<file path="src/rtl/hazard_if.sv">
// ID-stage decode fields into the hazard unit and the pipeline control it drives back.
interface hazard_if;
    logic       rs1use;
    logic       rs2use;
    logic [1:0] hazard_optype;
    logic [4:0] rd_ID;
    logic [4:0] rs1_ID;
    logic [4:0] rs2_ID;
    logic       Branch_ID;
    logic [1:0] forward_ctrl_A;
    logic [1:0] forward_ctrl_B;
    logic       forward_ctrl_ls;
    logic       PC_EN_IF;
    logic       reg_FD_EN;
    logic       reg_FD_flush;
    logic       reg_DE_flush;
    logic       reg_EM_EN;
    logic       reg_MW_EN;

    modport master (
        output rs1use, rs2use, hazard_optype, rd_ID, rs1_ID, rs2_ID, Branch_ID,
        input  forward_ctrl_A, forward_ctrl_B, forward_ctrl_ls, PC_EN_IF, reg_FD_EN,
               reg_FD_flush, reg_DE_flush, reg_EM_EN, reg_MW_EN
    );

    modport slave (
        input  rs1use, rs2use, hazard_optype, rd_ID, rs1_ID, rs2_ID, Branch_ID,
        output forward_ctrl_A, forward_ctrl_B, forward_ctrl_ls, PC_EN_IF, reg_FD_EN,
               reg_FD_flush, reg_DE_flush, reg_EM_EN, reg_MW_EN
    );
endinterface

</file>
<file path="src/rtl/hazard_unit.sv">
// Hazard/forwarding controller for the 5-stage RV32I pipeline: shadows in-flight writers through
// EX/MEM/WB and drives forwarding selects, the one-cycle load-use stall and taken-branch flush.
module hazard_unit #(
    parameter int CNT_W = 32
) (
    input  logic             clk,
    input  logic             rst_n,
    hazard_if.slave          hz,
    output logic [CNT_W-1:0] stall_cnt_o
);
    localparam logic [1:0] OP_NONE  = 2'b00;
    localparam logic [1:0] OP_ALU   = 2'b01;
    localparam logic [1:0] OP_LOAD  = 2'b10;
    localparam logic [1:0] OP_STORE = 2'b11;

    localparam logic [1:0] FWD_RF       = 2'b00;
    localparam logic [1:0] FWD_EX_ALU   = 2'b01;
    localparam logic [1:0] FWD_MEM_ALU  = 2'b10;
    localparam logic [1:0] FWD_MEM_LOAD = 2'b11;

    logic [1:0]       optypeEx_q, optypeEx_d;
    logic [4:0]       rdEx_q, rdEx_d;
    logic [4:0]       rs2Ex_q, rs2Ex_d;
    logic [1:0]       optypeMem_q, optypeMem_d;
    logic [4:0]       rdMem_q, rdMem_d;
    logic [4:0]       rs2Mem_q, rs2Mem_d;
    logic [1:0]       optypeWb_q, optypeWb_d;
    logic [4:0]       rdWb_q, rdWb_d;
    logic [CNT_W-1:0] stallCnt_q, stallCnt_d;

    logic writerEx, writerMem;
    logic match1Ex, match2Ex, match1Mem, match2Mem;
    logic loadUse;

    function automatic logic isWriter(input logic [1:0] op, input logic [4:0] rd);
        return ((op == OP_ALU) || (op == OP_LOAD)) && (rd != 5'd0);
    endfunction

    // Youngest producer wins; a load still in EX cannot forward and is covered by the stall.
    function automatic logic [1:0] fwdSel(input logic matchEx, input logic [1:0] opEx,
                                          input logic matchMem, input logic [1:0] opMem);
        logic [1:0] sel;
        sel = FWD_RF;
        if (matchEx && (opEx == OP_ALU)) begin
            sel = FWD_EX_ALU;
        end else if (matchMem) begin
            sel = (opMem == OP_LOAD) ? FWD_MEM_LOAD : FWD_MEM_ALU;
        end
        return sel;
    endfunction

    always_comb begin
        writerEx  = isWriter(optypeEx_q, rdEx_q);
        writerMem = isWriter(optypeMem_q, rdMem_q);
        match1Ex  = hz.rs1use && writerEx  && (rdEx_q  == hz.rs1_ID);
        match2Ex  = hz.rs2use && writerEx  && (rdEx_q  == hz.rs2_ID);
        match1Mem = hz.rs1use && writerMem && (rdMem_q == hz.rs1_ID);
        match2Mem = hz.rs2use && writerMem && (rdMem_q == hz.rs2_ID);
        // Store data alone does not stall: the WB load result is steered into MEM later.
        loadUse   = (optypeEx_q == OP_LOAD) &&
                    (match1Ex || (match2Ex && (hz.hazard_optype != OP_STORE)));
    end

    always_comb begin
        hz.forward_ctrl_A  = fwdSel(match1Ex, optypeEx_q, match1Mem, optypeMem_q);
        hz.forward_ctrl_B  = fwdSel(match2Ex, optypeEx_q, match2Mem, optypeMem_q);
        hz.forward_ctrl_ls = (optypeMem_q == OP_STORE) && (optypeWb_q == OP_LOAD) &&
                             (rdWb_q != 5'd0) && (rdWb_q == rs2Mem_q);
        hz.PC_EN_IF        = 1'b1;
        hz.reg_FD_EN       = 1'b1;
        hz.reg_FD_flush    = 1'b0;
        hz.reg_DE_flush    = 1'b0;
        hz.reg_EM_EN       = 1'b1;
        hz.reg_MW_EN       = 1'b1;
        if (loadUse) begin
            hz.PC_EN_IF     = 1'b0;
            hz.reg_FD_EN    = 1'b0;
            hz.reg_DE_flush = 1'b1;
        end else if (hz.Branch_ID) begin
            hz.reg_FD_flush = 1'b1;
        end
    end

    always_comb begin
        optypeEx_d  = loadUse ? OP_NONE : hz.hazard_optype;
        rdEx_d      = hz.rd_ID;
        rs2Ex_d     = hz.rs2_ID;
        optypeMem_d = optypeEx_q;
        rdMem_d     = rdEx_q;
        rs2Mem_d    = rs2Ex_q;
        optypeWb_d  = optypeMem_q;
        rdWb_d      = rdMem_q;
        stallCnt_d  = stallCnt_q + {{(CNT_W-1){1'b0}}, loadUse};
    end

    always_ff @(posedge clk or negedge rst_n) begin
        if (!rst_n) begin
            optypeEx_q  <= OP_NONE;
            rdEx_q      <= 5'd0;
            rs2Ex_q     <= 5'd0;
            optypeMem_q <= OP_NONE;
            rdMem_q     <= 5'd0;
            rs2Mem_q    <= 5'd0;
            optypeWb_q  <= OP_NONE;
            rdWb_q      <= 5'd0;
            stallCnt_q  <= '0;
        end else begin
            optypeEx_q  <= optypeEx_d;
            rdEx_q      <= rdEx_d;
            rs2Ex_q     <= rs2Ex_d;
            optypeMem_q <= optypeMem_d;
            rdMem_q     <= rdMem_d;
            rs2Mem_q    <= rs2Mem_d;
            optypeWb_q  <= optypeWb_d;
            rdWb_q      <= rdWb_d;
            stallCnt_q  <= stallCnt_d;
        end
    end

    assign stall_cnt_o = stallCnt_q;
endmodule

</file>
<file path="src/flat_wrapper.sv">
// flat-port wrapper written by rule: the top's interface ports become plain ports
module hazard_unit_flat 
#(
    parameter int CNT_W = 32
)
  (clk, rst_n, stall_cnt_o, hz_rs1use, hz_rs2use, hz_hazard_optype, hz_rd_ID, hz_rs1_ID, hz_rs2_ID, hz_Branch_ID, hz_forward_ctrl_A, hz_forward_ctrl_B, hz_forward_ctrl_ls, hz_PC_EN_IF, hz_reg_FD_EN, hz_reg_FD_flush, hz_reg_DE_flush, hz_reg_EM_EN, hz_reg_MW_EN);
  hazard_if hz_i ();
  input  logic clk;
  input  logic rst_n;
  output logic [CNT_W-1:0] stall_cnt_o;
  input wire logic [$bits(hz_i.rs1use)-1:0] hz_rs1use;
  input wire logic [$bits(hz_i.rs2use)-1:0] hz_rs2use;
  input wire logic [$bits(hz_i.hazard_optype)-1:0] hz_hazard_optype;
  input wire logic [$bits(hz_i.rd_ID)-1:0] hz_rd_ID;
  input wire logic [$bits(hz_i.rs1_ID)-1:0] hz_rs1_ID;
  input wire logic [$bits(hz_i.rs2_ID)-1:0] hz_rs2_ID;
  input wire logic [$bits(hz_i.Branch_ID)-1:0] hz_Branch_ID;
  output wire logic [$bits(hz_i.forward_ctrl_A)-1:0] hz_forward_ctrl_A;
  output wire logic [$bits(hz_i.forward_ctrl_B)-1:0] hz_forward_ctrl_B;
  output wire logic [$bits(hz_i.forward_ctrl_ls)-1:0] hz_forward_ctrl_ls;
  output wire logic [$bits(hz_i.PC_EN_IF)-1:0] hz_PC_EN_IF;
  output wire logic [$bits(hz_i.reg_FD_EN)-1:0] hz_reg_FD_EN;
  output wire logic [$bits(hz_i.reg_FD_flush)-1:0] hz_reg_FD_flush;
  output wire logic [$bits(hz_i.reg_DE_flush)-1:0] hz_reg_DE_flush;
  output wire logic [$bits(hz_i.reg_EM_EN)-1:0] hz_reg_EM_EN;
  output wire logic [$bits(hz_i.reg_MW_EN)-1:0] hz_reg_MW_EN;
  assign hz_i.rs1use = hz_rs1use;
  assign hz_i.rs2use = hz_rs2use;
  assign hz_i.hazard_optype = hz_hazard_optype;
  assign hz_i.rd_ID = hz_rd_ID;
  assign hz_i.rs1_ID = hz_rs1_ID;
  assign hz_i.rs2_ID = hz_rs2_ID;
  assign hz_i.Branch_ID = hz_Branch_ID;
  assign hz_forward_ctrl_A = hz_i.forward_ctrl_A;
  assign hz_forward_ctrl_B = hz_i.forward_ctrl_B;
  assign hz_forward_ctrl_ls = hz_i.forward_ctrl_ls;
  assign hz_PC_EN_IF = hz_i.PC_EN_IF;
  assign hz_reg_FD_EN = hz_i.reg_FD_EN;
  assign hz_reg_FD_flush = hz_i.reg_FD_flush;
  assign hz_reg_DE_flush = hz_i.reg_DE_flush;
  assign hz_reg_EM_EN = hz_i.reg_EM_EN;
  assign hz_reg_MW_EN = hz_i.reg_MW_EN;
  hazard_unit #(.CNT_W(CNT_W)) u_core (.clk(clk), .rst_n(rst_n), .hz(hz_i), .stall_cnt_o(stall_cnt_o));
endmodule
</file>
<file path="config.mk">
export PLATFORM = sky130hd
export DESIGN_NAME = hazard_unit_flat
export DESIGN_NICKNAME = d
export VERILOG_FILES = /design/src/rtl/hazard_if.sv /design/src/rtl/hazard_unit.sv /design/src/flat_wrapper.sv
export SDC_FILE = /design/constraint.sdc
export NUM_CORES = 1
export LEC_CHECK = 0
export ABC_CLOCK_PERIOD_IN_PS = 3260
export BUFFER_PORTS_ARGS = -buffer_cell sky130_fd_sc_hd__buf_2
export CORE_MARGIN = 2
export CORE_UTILIZATION = 40
export DETAILED_ROUTE_END_ITERATION = 10
export MAX_ROUTING_LAYER = met4
export PLACE_DENSITY_LB_ADDON = 0.2
export SYNTH_ARGS = -nofsm -noshare
export SYNTH_HDL_FRONTEND = slang
export SYNTH_SLANG_ARGS = --single-unit
</file>
<file path="constraint.sdc">
create_clock -name clk -period 3.26 [get_ports clk]
set_input_delay 0.163 -clock clk [delete_from_list [all_inputs] [get_ports clk]]
set_output_delay 0.163 -clock clk [all_outputs]
set_load 0.03 [all_outputs]
</file>
### Word-level counts from Yosys, hierarchy flattened

Cells that the tools add are included.

* register bits: 63
* bits of input ports: 22
* output and inout bits: 43
* logic and storage cells: 55

* add/sub/neg operators: 1
* eq/ne operators: 12
* multiplexer cells: 10
* reductions and logical operators: 23

Operator list (number)
* $add A32 B1 Y32: 1
* $eq A5 B5 Y1: 5
* $logic_and A1 B1 Y1: 17
* $reduce_bool A5 Y1: 3
* $mux W2: 5
* $eq A2 B2 Y1 const B: 4
* $mux W1: 5
* $eq A2 B1 Y1 const B: 2
* $logic_or A1 B1 Y1: 3
* $ne A2 B2 Y1 const B: 1

### Logic depth before layout (Yosys ltp)

Gate-level depths: netlist of run 1.

* word-level depth: 9
* mapped depth: 13

### Least setup slack after synthesis of run 1

No wires, ideal clock.

* kind: register -> register
* start: register u_core.optypeEx_q[0]
* end: register u_core.stallCnt_q[26], in the netlist u_core.stall_cnt_o[26]
* arrival time: 2.946 ns
* slack: 0.180 ns
* cell stages (with the launch flop): 14
* buffers on the path: 1
* period minus slack after synthesis: 3.080 ns
* path through: dfrtp_1 > inv_1 > ha_1 > and2b_2 > o21ai_0 > nor3_1 > a41o_2 > ha_1 > ha_1 > and4_1 > clkbuf_1 > and4_1 > nand4_1 > xnor2_1

* word-level cells in the longest chain between the ends: 9
* elaborated cells on any way between the ends: 12

RTL lines
* start: declaration: RTL line hazard_unit.sv:21 `logic [1:0] optypeEx_q, optypeEx_d;`
* start signal: assignment: RTL line hazard_unit.sv:108 `optypeEx_q <= optypeEx_d;`
* $eq A2 B1 Y1 / $eq A2 B2 Y1 (equally long branches): RTL line hazard_unit.sv:36, hazard_unit.sv:60
* $logic_or A1 B1 Y1: RTL line hazard_unit.sv:36 `return ((op == OP_ALU) || (op == OP_LOAD)) && (rd != 5'd0);`
* $logic_and A1 B1 Y1: RTL line hazard_unit.sv:36
* $logic_and A1 B1 Y1 (2 in series): RTL line hazard_unit.sv:56 `match2Ex = hz.rs2use && writerEx && (rdEx_q == hz.rs2_ID);`
* $logic_and A1 B1 Y1: RTL line hazard_unit.sv:61 `(match1Ex || (match2Ex && (hz.hazard_optype != OP_STORE)));`
* $logic_or A1 B1 Y1: RTL line hazard_unit.sv:61
* $logic_and A1 B1 Y1 (*): RTL line hazard_unit.sv:60 `loadUse = (optypeEx_q == OP_LOAD) &&`
* $add A32 B1 Y32 (*): RTL line hazard_unit.sv:93 `stallCnt_d = stallCnt_q + {{(CNT_W-1){1'b0}}, loadUse};`
* via u_core.stallCnt_d[26]: RTL line hazard_unit.sv:29 `logic [CNT_W-1:0] stallCnt_q, stallCnt_d;`
* end signal: assignment: RTL line hazard_unit.sv:116 `stallCnt_q <= stallCnt_d;`
* end: declaration: RTL line hazard_unit.sv:29

The timed path passes the listed nets; every way through them passes the cells marked *.

### Worst setup path after layout of run 1

* start: register u_core.optypeEx_q[0]
* end: register u_core.stallCnt_q[28], in the netlist u_core.stall_cnt_o[28]

The elaborated chain is that of the path after synthesis.

==> results.md, run 1 <==
- Clk slew on worst S/H paths: about 0.070 ns
- Antenna viol nets, final: 0
- Nets@finish: 340
- Placed insts: 370
- Final Core Density: 51.5%
- Vias per inst: approximately 5.0
- Final hold violations: 0
- Initial Utilization: ~40%
- DR iter-0 viols: 45
- Layout cells sized above 1: roughly 27%
- Io pins: between 60 and 70
- Area taken by multi-input logic gates: ~1100 um^2
- Core footprint: about 6700 um^2
- DR WL/cell: ~14 um
- Skew final: around 0.0072 ns
- Remaining Overflow, GRT: 0
- Fillers: between 600 and 700
- Setup Buffers After CTS: 0
- Reg area: approximately 1600 um^2
- Sequential share of the synthesized area: ~57%
- Worst endpoint required time: 3.52 ns
- Hpwl dp: around 4.2 mm
- Clk buf depth: 2
- CP endpoint kind: register
- GRT Total Usage: between 15 and 20%
- Setup CP Type: register to register
- Largest net degree at the start of global routing: 44
- Placed cell area: about 3200 um^2
- Placer Congestion: 0.864
- Reg2reg setup slack: 0.19 ns
- Crit path max fanout: 5
- Fin. max-slew vios: 0
- Power per cell area: between 400 and 500 nW/um^2
- PortBufs: 62
- Arr. time, crit path: between 3 and 4 ns
- Max Cap Viol: 0
- Yosys cell types: 35
- Crit start category: register
- Avg Inst Size Synth: ~12 um^2
- Post-Syn Area: 2750 um^2
- Cells after Synth: 230
- Rel. slew slack: approximately 65%
- Hold Crit Class: input pin to register
- H-tree levels: 3
- Status: complete, no violations
- Setup Viol. Count Final: 0
- Die W: around 87 um
- Initial DRT Pass Iterations: 4
- Vias in the first global route: roughly 2000
- Max VDD drop: about 0.00021 V
- F_max: 326 MHz
- Detailed-route DRC error count: 0
- Initial antenna violation count: 0
- Diode count: 0
- Post-Layout Cell Count: a little under 400
- Area of the die: roughly 7600 um^2
- Ys flop type: dfrtp_1
- Row Count: 30
- Final Cell Area: ~3500 um^2
- Routed Wire Length: around 5.7 mm
- Post-synth ARST share: 100%
- CTS sink count: 63
- Most frequent cells in the layout: dfrtp_1, buf_2, xnor2_1, xor2_1, nand4_1
- Syn. warnings: 0
- P_leak: around 0.0017 uW
- Worst-skew pair later-pin latency: ~0.34 ns
- CTS tree: done
- RSZ-0062 raised after global routing: false
- Part of the cycle the worst path needs: a little over nine tenths
- Number of CTS-inserted buffers: 9
- First-pass GRT wire length: 9.41 mm
- Die H: between 80 and 90 um
- Fin Setup TNS: 0 ns
- Worst-margin pin slew: 0.524 ns
- Root buffer cell: clkbuf_8
- Vias: ~2000
- Number of synthesized register bits: 63
- Post-synth EDFFs: 0
- Tmin final: just over 3 ns
- Most common cell after layout, fill and taps aside: dfrtp_1
- Layout area overhead: 25.7%
what timing repair did:
| action | CTS | global route |
|---|---|---|
| endpoints found under the hold margin | 30 | 0 |
| resized for setup | 0 | 1 |
| setup endpoints to repair | 0 | 8 |
| hold buffers | 11 | 0 |
cells by family (layout without fill, tap and decap cells):
family                   count (synthesis)  after routing  share of synthesized area [%]
AND/OR/NAND/NOR                         78             78                           16.9
flip-flops                              63             63                           57.2
XOR/XNOR                                52             52                           16.5
buffers and inverters                   16            102                           2.59
AO/OA/AOI/OAI                           14             14                           3.91
adder cells (fa/ha/maj)                  6              6                           2.73
other                                    1              2                          0.136
synth_stat cells (2+ instances only):
cell type   n  area, um^2
a21oi_1     2        10.0
a311oi_1    3        26.3
and2_1      2        12.5
and3_1     11        68.8
and3b_1     2        17.5
and4_1      7        61.3
buf_4       3        22.5
clkbuf_1    3        11.3
dfrtp_1    63        1580
ha_1        6        75.1
inv_1      10        37.5
nand2_1    11        41.3
nand3_1    10        50.1
nand4_1    14        87.6
nor2_1      6        22.5
nor3_1      5        25.0
nor4_1      3        18.8
o21ai_0     2        10.0
xnor2_1    36         315
xor2_1     16         140
flip-flops by register name, summed over array words and instances (netlist names):
name / cells
u_core.optypeEx_q: 2
u_core.stall_cnt_o: 32
u_core.rdWb_q: 5
u_core.optypeWb_q: 2
u_core.rs2Mem_q: 5
u_core.rdMem_q: 5
u_core.rs2Ex_q: 5
u_core.optypeMem_q: 2
u_core.rdEx_q: 5
critical path, stage by stage, from the launching register on:
cell	delay, ns
dfrtp_1	0.37
inv_1	0.05
ha_1	0.30
and2b_2	0.25
o21ai_0	0.11
nor3_2	0.36
a41o_2	0.18
ha_1	0.23
ha_1	0.22
and4_1	0.26
and4_1	0.32
and3b_1	0.20
xor2_1	0.15
per-layer routing:
metal	track usage [%]	share of wire, %	vias up	routed length [um]
met1	22.2	48	978	2690
met5	-	0	-	0
li1	-	-	967	-
met4	8.95	1.8	0	102
met3	3.70	3.9	12	223
met2	23.8	47	47	2650
per-stage QoR:
step,hold slack (ns),power (uW),setup slack [ns]
floorplan,-0.133,891,0.180
global placement,0.136,942,0.265
detailed placement,0.141,944,0.0956
CTS,0.0844,1610,0.0770
global route,0.106,1670,0.00946
finish,0.0887,1590,0.190
report_power, final:
group          total (uW)  switching [uW]  internal (uW)
Combinational         112            63.9           48.6
Clock                 651             280            370
Sequential            825            19.1            805
Total                1590             363           1220
cell type report:
type / instances / area share, %
flip-flops and latches: 63 / 45.5
clock buffers: 12 / 4.19
repair buffers: 76 / 12.8
multi-input cells: 152 / 32.2
well taps: 80 / 2.89
clock inverters: 4 / 1.30
inverters: 10 / 1.08
final timing paths:
kind / start / end / cells after the start
min in group asynchronous: rst_n / u_core.stall_cnt_o[29] / 2
max: u_core.optypeEx_q[0] / u_core.stall_cnt_o[28] / 12
max in group asynchronous: rst_n / u_core.rdMem_q[2] / 3
min reg2reg: u_core.rs2Ex_q[2] / u_core.rs2Mem_q[2] / 0
max reg2reg: u_core.optypeEx_q[0] / u_core.stall_cnt_o[28] / 12
min: hz_hazard_optype[0] / u_core.optypeEx_q[0] / 3
Power figures use the tool's default switching activity.
==> run 2, diff against run 1 <==
--- a/constraint.sdc
+++ b/constraint.sdc
@@ -3,2 +3,2 @@
 set_output_delay 0.163 -clock clk [all_outputs]
-set_load 0.03 [all_outputs]
+set_load 0.1 [all_outputs]
==> run 2 against run 1 <==
The run now ends with hold timing left. Routed wire length decreased by 2.0%. Critical path type unchanged. Sequential power about the same. Critical path depth decreased by 2. Clock-buffer cell count increased by 1. Largest cell class unchanged. Via count decreased by 1.2%. Sequential cell count unchanged. Clock power decreased by 8.4%.
==> results.md, run 2 (synthesis results as in run 1) <==
- Status: complete, but fails checks (was complete, no violations)
- Tmin final: 3.00 ns (was 3.07 ns)
- Io pins: 65 (unchanged)
- Met2 Usage GRT: 23.9% (was 23.8%)
- Max VDD drop: 0.000269 V (was 0.000210 V)
- GRT Total Usage: 16.6% (was 16.7%)
- Crit start category: register (unchanged)
- Rel. slew slack: 35.5% (was 65.1%)
- Routed Wire Length: 5.55 mm (was 5.67 mm)
- Met1 Use GR: 22.0% (was 22.2%)
- Root buffer cell: clkbuf_8 (unchanged)
- Initial DRT Pass Iterations: 4 (unchanged)
- Failing checks: hold timing
- F_max: 333 MHz (was 326 MHz)
- Nets@finish: 341 (was 340)
- DR WL/cell: 13.9 um (was 14.3 um)
- CTS tree: done (unchanged)
- Core footprint: 6720 um^2 (unchanged)
- R2r endpoint: u_core.stall_cnt_o[28] (unchanged)
- Skew final: 0.00668 ns (was 0.00725 ns)
- Power per cell area: 453 nW/um^2 (was 459 nW/um^2)
- Clk buf depth: 2 (unchanged)
- Most common cell after layout, fill and taps aside: dfrtp_1 (unchanged)
- Vias in the first global route: 1962 (unchanged)
- Largest net degree at the start of global routing: 47 (was 44)
- Crit path max fanout: 5 (unchanged)
- Setup Viol. Count Final: 0 (unchanged)
- Number of CTS-inserted buffers: 9 (unchanged)
- Reg2reg setup slack: 0.26 ns (was 0.19 ns)
- Placed insts: 371 (was 370)
- Hpwl dp: 4.09 mm (was 4.18 mm)
- Max reg flops: 32 (unchanged)
- Layout area overhead: 25.9% (was 25.7%)
- Remaining Overflow, GRT: 0 (unchanged)
- Vias: 1979 (was 2004)
- H-tree levels: 3 (unchanged)
- Worst endpoint required time: 3.48 ns (was 3.52 ns)
- Vias per inst: 4.97 (was 5.05)
- CTS sink count: 63 (unchanged)
- Die W: 87.0 um (unchanged)
- RSZ-0062 raised after global routing: false (unchanged)
- Part of the cycle the worst path needs: 92.1% (was 94.2%)
- Hold Crit Class: input pin to asynchronous set/reset pin (was input pin to register)
- Arr. time, crit path: 3.22 ns (was 3.33 ns)
- Area of the die: 7560 um^2 (unchanged)
- Initial antenna violation count: 0 (unchanged)
- Setup WS post-layout: 0.257 ns (was 0.190 ns)
- Clk slew on worst S/H paths: 0.07 ns (about the same)
- Setup CP Type: register to register (unchanged)
- Worst-margin pin slew: 0.968 ns (was 0.524 ns)
- Placer Congestion: 0.862 (was 0.864)
- Worst hold slack: -0.0151 ns (was 0.0887 ns)
- Reg2Reg Launch Point: u_core.rdEx_q[3] (was u_core.optypeEx_q[0])
- Row Count: 30 (unchanged)
- Most frequent cells in the layout: dfrtp_1, buf_2, xnor2_1, xor2_1, nand4_1 (unchanged)
- Max Cap Viol: 0 (unchanged)
- Setup WS pre-CTS: 0.0816 ns (was 0.0956 ns)
- Layout cells sized above 1: 28.3% (was 27.1%)
- Post-Layout Cell Count: 398 (was 397)
- Most Crowded Layer GR: met2 (unchanged)
- Die H: 87.0 um (unchanged)
- CP endpoint kind: register (unchanged)
- Fillers: 624 (was 626)
- DR iter-0 viols: 51 (was 45)
- PortBufs: 62 (unchanged)
- Antenna viol nets, final: 0 (unchanged)
- Met3 GRT Util: 3.51% (was 3.70%)
- Initial Utilization: 41.0% (unchanged)
- Reg2Reg Depth: 10 (was 12)
- Worst-skew pair later-pin latency: 0.33 ns (was 0.34 ns)
- Final hold violations: 17 (was 0)
- P_leak: 0.00174 uW (about the same)
- Detailed-route DRC error count: 0 (unchanged)
- Fin. max-slew vios: 0 (unchanged)
- Final Core Density: 51.6% (was 51.5%)
- Diode count: 0 (unchanged)
- First-pass GRT wire length: 9.33 mm (was 9.41 mm)
run 2: timing repair:
| action | 4_1_cts | 5_1_grt |
|---|---|---|
| hold buffers | 10 | 0 |
| gates resized for setup | 0 | 1 |
| setup endpoints to repair | 0 | 14 |
| hold endpoints to repair | 10 | 0 |
| setup buffers | 0 | 1 |
run 2: worst max-delay path by stage:
stage                               startpoint                     end  cells past startpoint
after floorplan               u_core.rdEx_q[0]            hz_reg_FD_EN                      4
after global placement    u_core.optypeEx_q[0]  u_core.stall_cnt_o[28]                     12
after detailed placement  u_core.optypeEx_q[0]  u_core.stall_cnt_o[28]                     12
after CTS                 u_core.optypeEx_q[0]  u_core.stall_cnt_o[28]                     12
after global routing          u_core.rdEx_q[3]  u_core.stall_cnt_o[28]                     10
final                         u_core.rdEx_q[3]  u_core.stall_cnt_o[28]                     10
run 2: through the flow:
| step | total power, uW | TNS [ns] | area [um^2] |
|---|---|---|---|
| final | 1570 | 0 | 3470 |
| after global routing | 1650 | 0 | 3470 |
| after CTS | 1590 | 0 | 3450 |
| after detailed placement | 981 | 0 | 3180 |
| after global placement | 980 | 0 | 3180 |
| after floorplan | 927 | -1.54 | 2770 |
run 2: metal layers:
| layer | routed length, um | share of wire, % |
|---|---|---|
| met1 | 2680 | 48 |
| met2 | 2590 | 47 |
| met3 | 160 | 2.9 |
| met4 | 125 | 2.3 |
| met5 | 0 | 0 |
run 2: area by class of cell:
cell class	count	area (um^2)	area share, %
sequential	63	1580	45.5
multi-input combinational	152	1130	32.5
timing repair buffer	77	448	12.9
clock buffer	13	159	4.58
tap	80	100	2.89
inverter	10	37.5	1.08
clock inverter	3	17.5	0.505
run 2: worst max-delay path, cell delays in order (launching register included):
cell and delay [ns]:
dfrtp_1 0.46, or4_4 0.55, o21ai_0 0.22, nor3_2 0.09
a41o_2 0.24, ha_1 0.26, ha_1 0.23, and4_1 0.24
and4_1 0.27, and3b_1 0.21, xor2_1 0.13
run 2: power breakdown:
| part | total (uW) | internal, uW | switching (uW) | leakage (uW) |
|---|---|---|---|---|
| Sequential | 825 | 805 | 19.9 | 0.000803 |
| Clock | 596 | 315 | 281 | 0.0000894 |
| Combinational | 148 | 48.7 | 99.4 | 0.000848 |
==> run 3, diff against run 2 <==
ABC_CLOCK_PERIOD_IN_PS = 3600   (was 3260)
CORE_MARGIN = 3   (was 2)
clock period = 3.6 ns   (was 3.26 ns; I/O delays follow)
==> run 3 against run 2 <==
Routed wire length is 0.16% lower. Register-to-register slack better by 0.08 ns. Setup slack better by 0.082 ns. Design area is 0.40% lower. Utilization is 1.6 points higher. Cell count is 2.3% lower. Largest cell class unchanged. The run now ends clean.
==> results.md, run 3 (synthesis results as in run 1) <==
- Tmin final: 3.26 ns (was 3.00 ns)
- PortBufs: 62 (unchanged)
- Die W: 89.0 um (was 87.0 um)
- Antenna viol nets, final: 0 (unchanged)
- Most common cell after layout, fill and taps aside: dfrtp_1 (unchanged)
- Layout cells sized above 1: 27.6% (was 28.3%)
- Number of CTS-inserted buffers: 9 (unchanged)
- Row Count: 29 (was 30)
- Vias in the first global route: 2014 (was 1962)
- Worst-margin pin slew: 1.03 ns (was 0.968 ns)
- Arr. time, crit path: 3.52 ns (was 3.22 ns)
- Clk buf depth: 2 (unchanged)
- Max reg flops: 32 (unchanged)
- Io pins: 65 (unchanged)
- Skew final: 0.0104 ns (was 0.00668 ns)
- Remaining Overflow, GRT: 0 (unchanged)
- Setup Viol. Count Final: 0 (unchanged)
- Crit path max fanout: 6 (was 5)
- Setup WS pre-CTS: 0.309 ns (was 0.0816 ns)
- Layout area overhead: 25.4% (was 25.9%)
- Power per cell area: 451 nW/um^2 (was 453 nW/um^2)
- Total Power: 1560 uW (was 1570 uW)
- Placer Congestion: 0.860 (was 0.862)
- CTS tree: done (unchanged)
- Initial antenna violation count: 0 (unchanged)
- Max Cap Viol: 0 (unchanged)
- Hold Crit Class: input pin to register (was input pin to asynchronous set/reset pin)
- Fin Setup TNS: 0 ns (unchanged)
- Largest net degree at the start of global routing: 49 (was 47)
- Setup Buffers After CTS: 0 (unchanged)
- CP endpoint kind: register (unchanged)
- Initial DRT Pass Iterations: 4 (unchanged)
- P_leak: 0.00174 uW (about the same)
- Nets@finish: 335 (was 341)
- Hpwl dp: 4.17 mm (was 4.09 mm)
- Status: complete, no violations (was complete, but fails checks)
- Diode count: 0 (unchanged)
- DR WL/cell: 14.2 um (was 13.9 um)
- Vias: 1986 (was 1979)
- Reg2reg setup slack: 0.34 ns (was 0.26 ns)
- Worst endpoint required time: 3.86 ns (was 3.48 ns)
- Most frequent cells in the layout: dfrtp_1, buf_2, xnor2_1, xor2_1, nand4_1 (unchanged)
- Worst-skew pair later-pin latency: 0.33 ns (about the same)
- Core footprint: 6490 um^2 (was 6720 um^2)
- Clk slew on worst S/H paths: 0.07 ns (about the same)
- CTS sink count: 63 (unchanged)
- Part of the cycle the worst path needs: 90.6% (was 92.1%)
- H-tree levels: 3 (unchanged)
- RSZ-0062 raised after global routing: false (unchanged)
- Routed Wire Length: 5.54 mm (was 5.55 mm)
- Setup WS post-layout: 0.339 ns (was 0.257 ns)
- Crit start category: register (unchanged)
- Vias per inst: 5.11 (was 4.97)
- Root buffer cell: clkbuf_8 (unchanged)
- Rel. slew slack: 31.4% (was 35.5%)
- F_max: 307 MHz (was 333 MHz)
- GRT Total Usage: 15.6% (was 16.6%)
- Die H: 89.0 um (was 87.0 um)
- Initial Utilization: 42.4% (was 41.0%)
- Setup CP Type: register to register (unchanged)
- Detailed-route DRC error count: 0 (unchanged)
- Fillers: 605 (was 624)
- Max VDD drop: 0.000220 V (was 0.000269 V)
- First-pass GRT wire length: 9.16 mm (was 9.33 mm)
- Final hold violations: 0 (was 17)
- Area of the die: 7920 um^2 (was 7560 um^2)
- Fin. max-slew vios: 0 (unchanged)
- DR iter-0 viols: 54 (was 51)
[run 3: cell count changes in the layout (fill, tap and decap cells not counted), sizes merged]
cell         previous run  this run
buf                    67        64
dlygate4sd3            10         7
bufinv                  0         2
clkinv                  2         1
clkinvlp                1         0
[run 3: what timing repair did]
| action | CTS | global route |
|---|---|---|
| resized for setup | 0 | 0 |
| endpoints found under the setup margin | 0 | 0 |
| endpoints found under the hold margin | 7 | 0 |
| hold buffers | 7 | 0 |
[run 3: where the power goes]
part,internal [uW],leakage (uW),total [uW],switching (uW)
clock network,427,0.000114,679,252
logic,41.1,0.000820,131,89.6
registers,729,0.000803,747,17.6
[run 3: cell type report]
cell class	instances	area, um^2	area share (%)
sequential	63	1580	45.7
multi-input combinational	152	1120	32.5
timing repair buffer	71	395	11.5
clock buffer	13	159	4.60
tap	77	96.3	2.79
clock inverter	3	65.1	1.88
inverter	10	37.5	1.09
[run 3: stage by stage]
step	utilization, %	hold slack, ns	cells	instance area (um^2)
after global routing	53.1	0.00177	389	3450
after CTS	53.1	0.000755	389	3450
after floorplan	-	-0.116	231	2770
after global placement	48.6	0.290	366	3160
final	53.1	0.0138	389	3450
after detailed placement	48.6	0.289	366	3160
[run 3: per-layer routing]
| metal | track usage, % | vias to the layer above | routed length, um |
|---|---|---|---|
| met5 | - | - | 0 |
| met4 | 5.95 | 0 | 88 |
| met3 | 4.06 | 7 | 200 |
| met2 | 23.6 | 40 | 2690 |
| met1 | 20.3 | 984 | 2570 |
| li1 | - | 955 | - |
[run 3: worst paths after layout]
kind	to	startpoint	cells past startpoint
max	u_core.stall_cnt_o[28]	u_core.optypeEx_q[0]	12
min	u_core.rs2Ex_q[4]	hz_rs2_ID[4]	1
max reg2reg	u_core.stall_cnt_o[28]	u_core.optypeEx_q[0]	12
min reg2reg	u_core.rs2Mem_q[2]	u_core.rs2Ex_q[2]	0
max in group asynchronous	u_core.rdEx_q[1]	rst_n	2
min in group asynchronous	u_core.stall_cnt_o[31]	rst_n	1
[run 3: worst max-delay path, cell delays in order (launching register included)]
cell	delay (ns)
dfrtp_1	0.37
inv_1	0.05
ha_1	0.30
and2b_2	0.25
o21ai_0	0.08
nor3_1	0.49
a41o_2	0.20
ha_1	0.23
ha_1	0.23
and4_1	0.32
and4_1	0.33
and3b_1	0.20
xor2_1	0.14
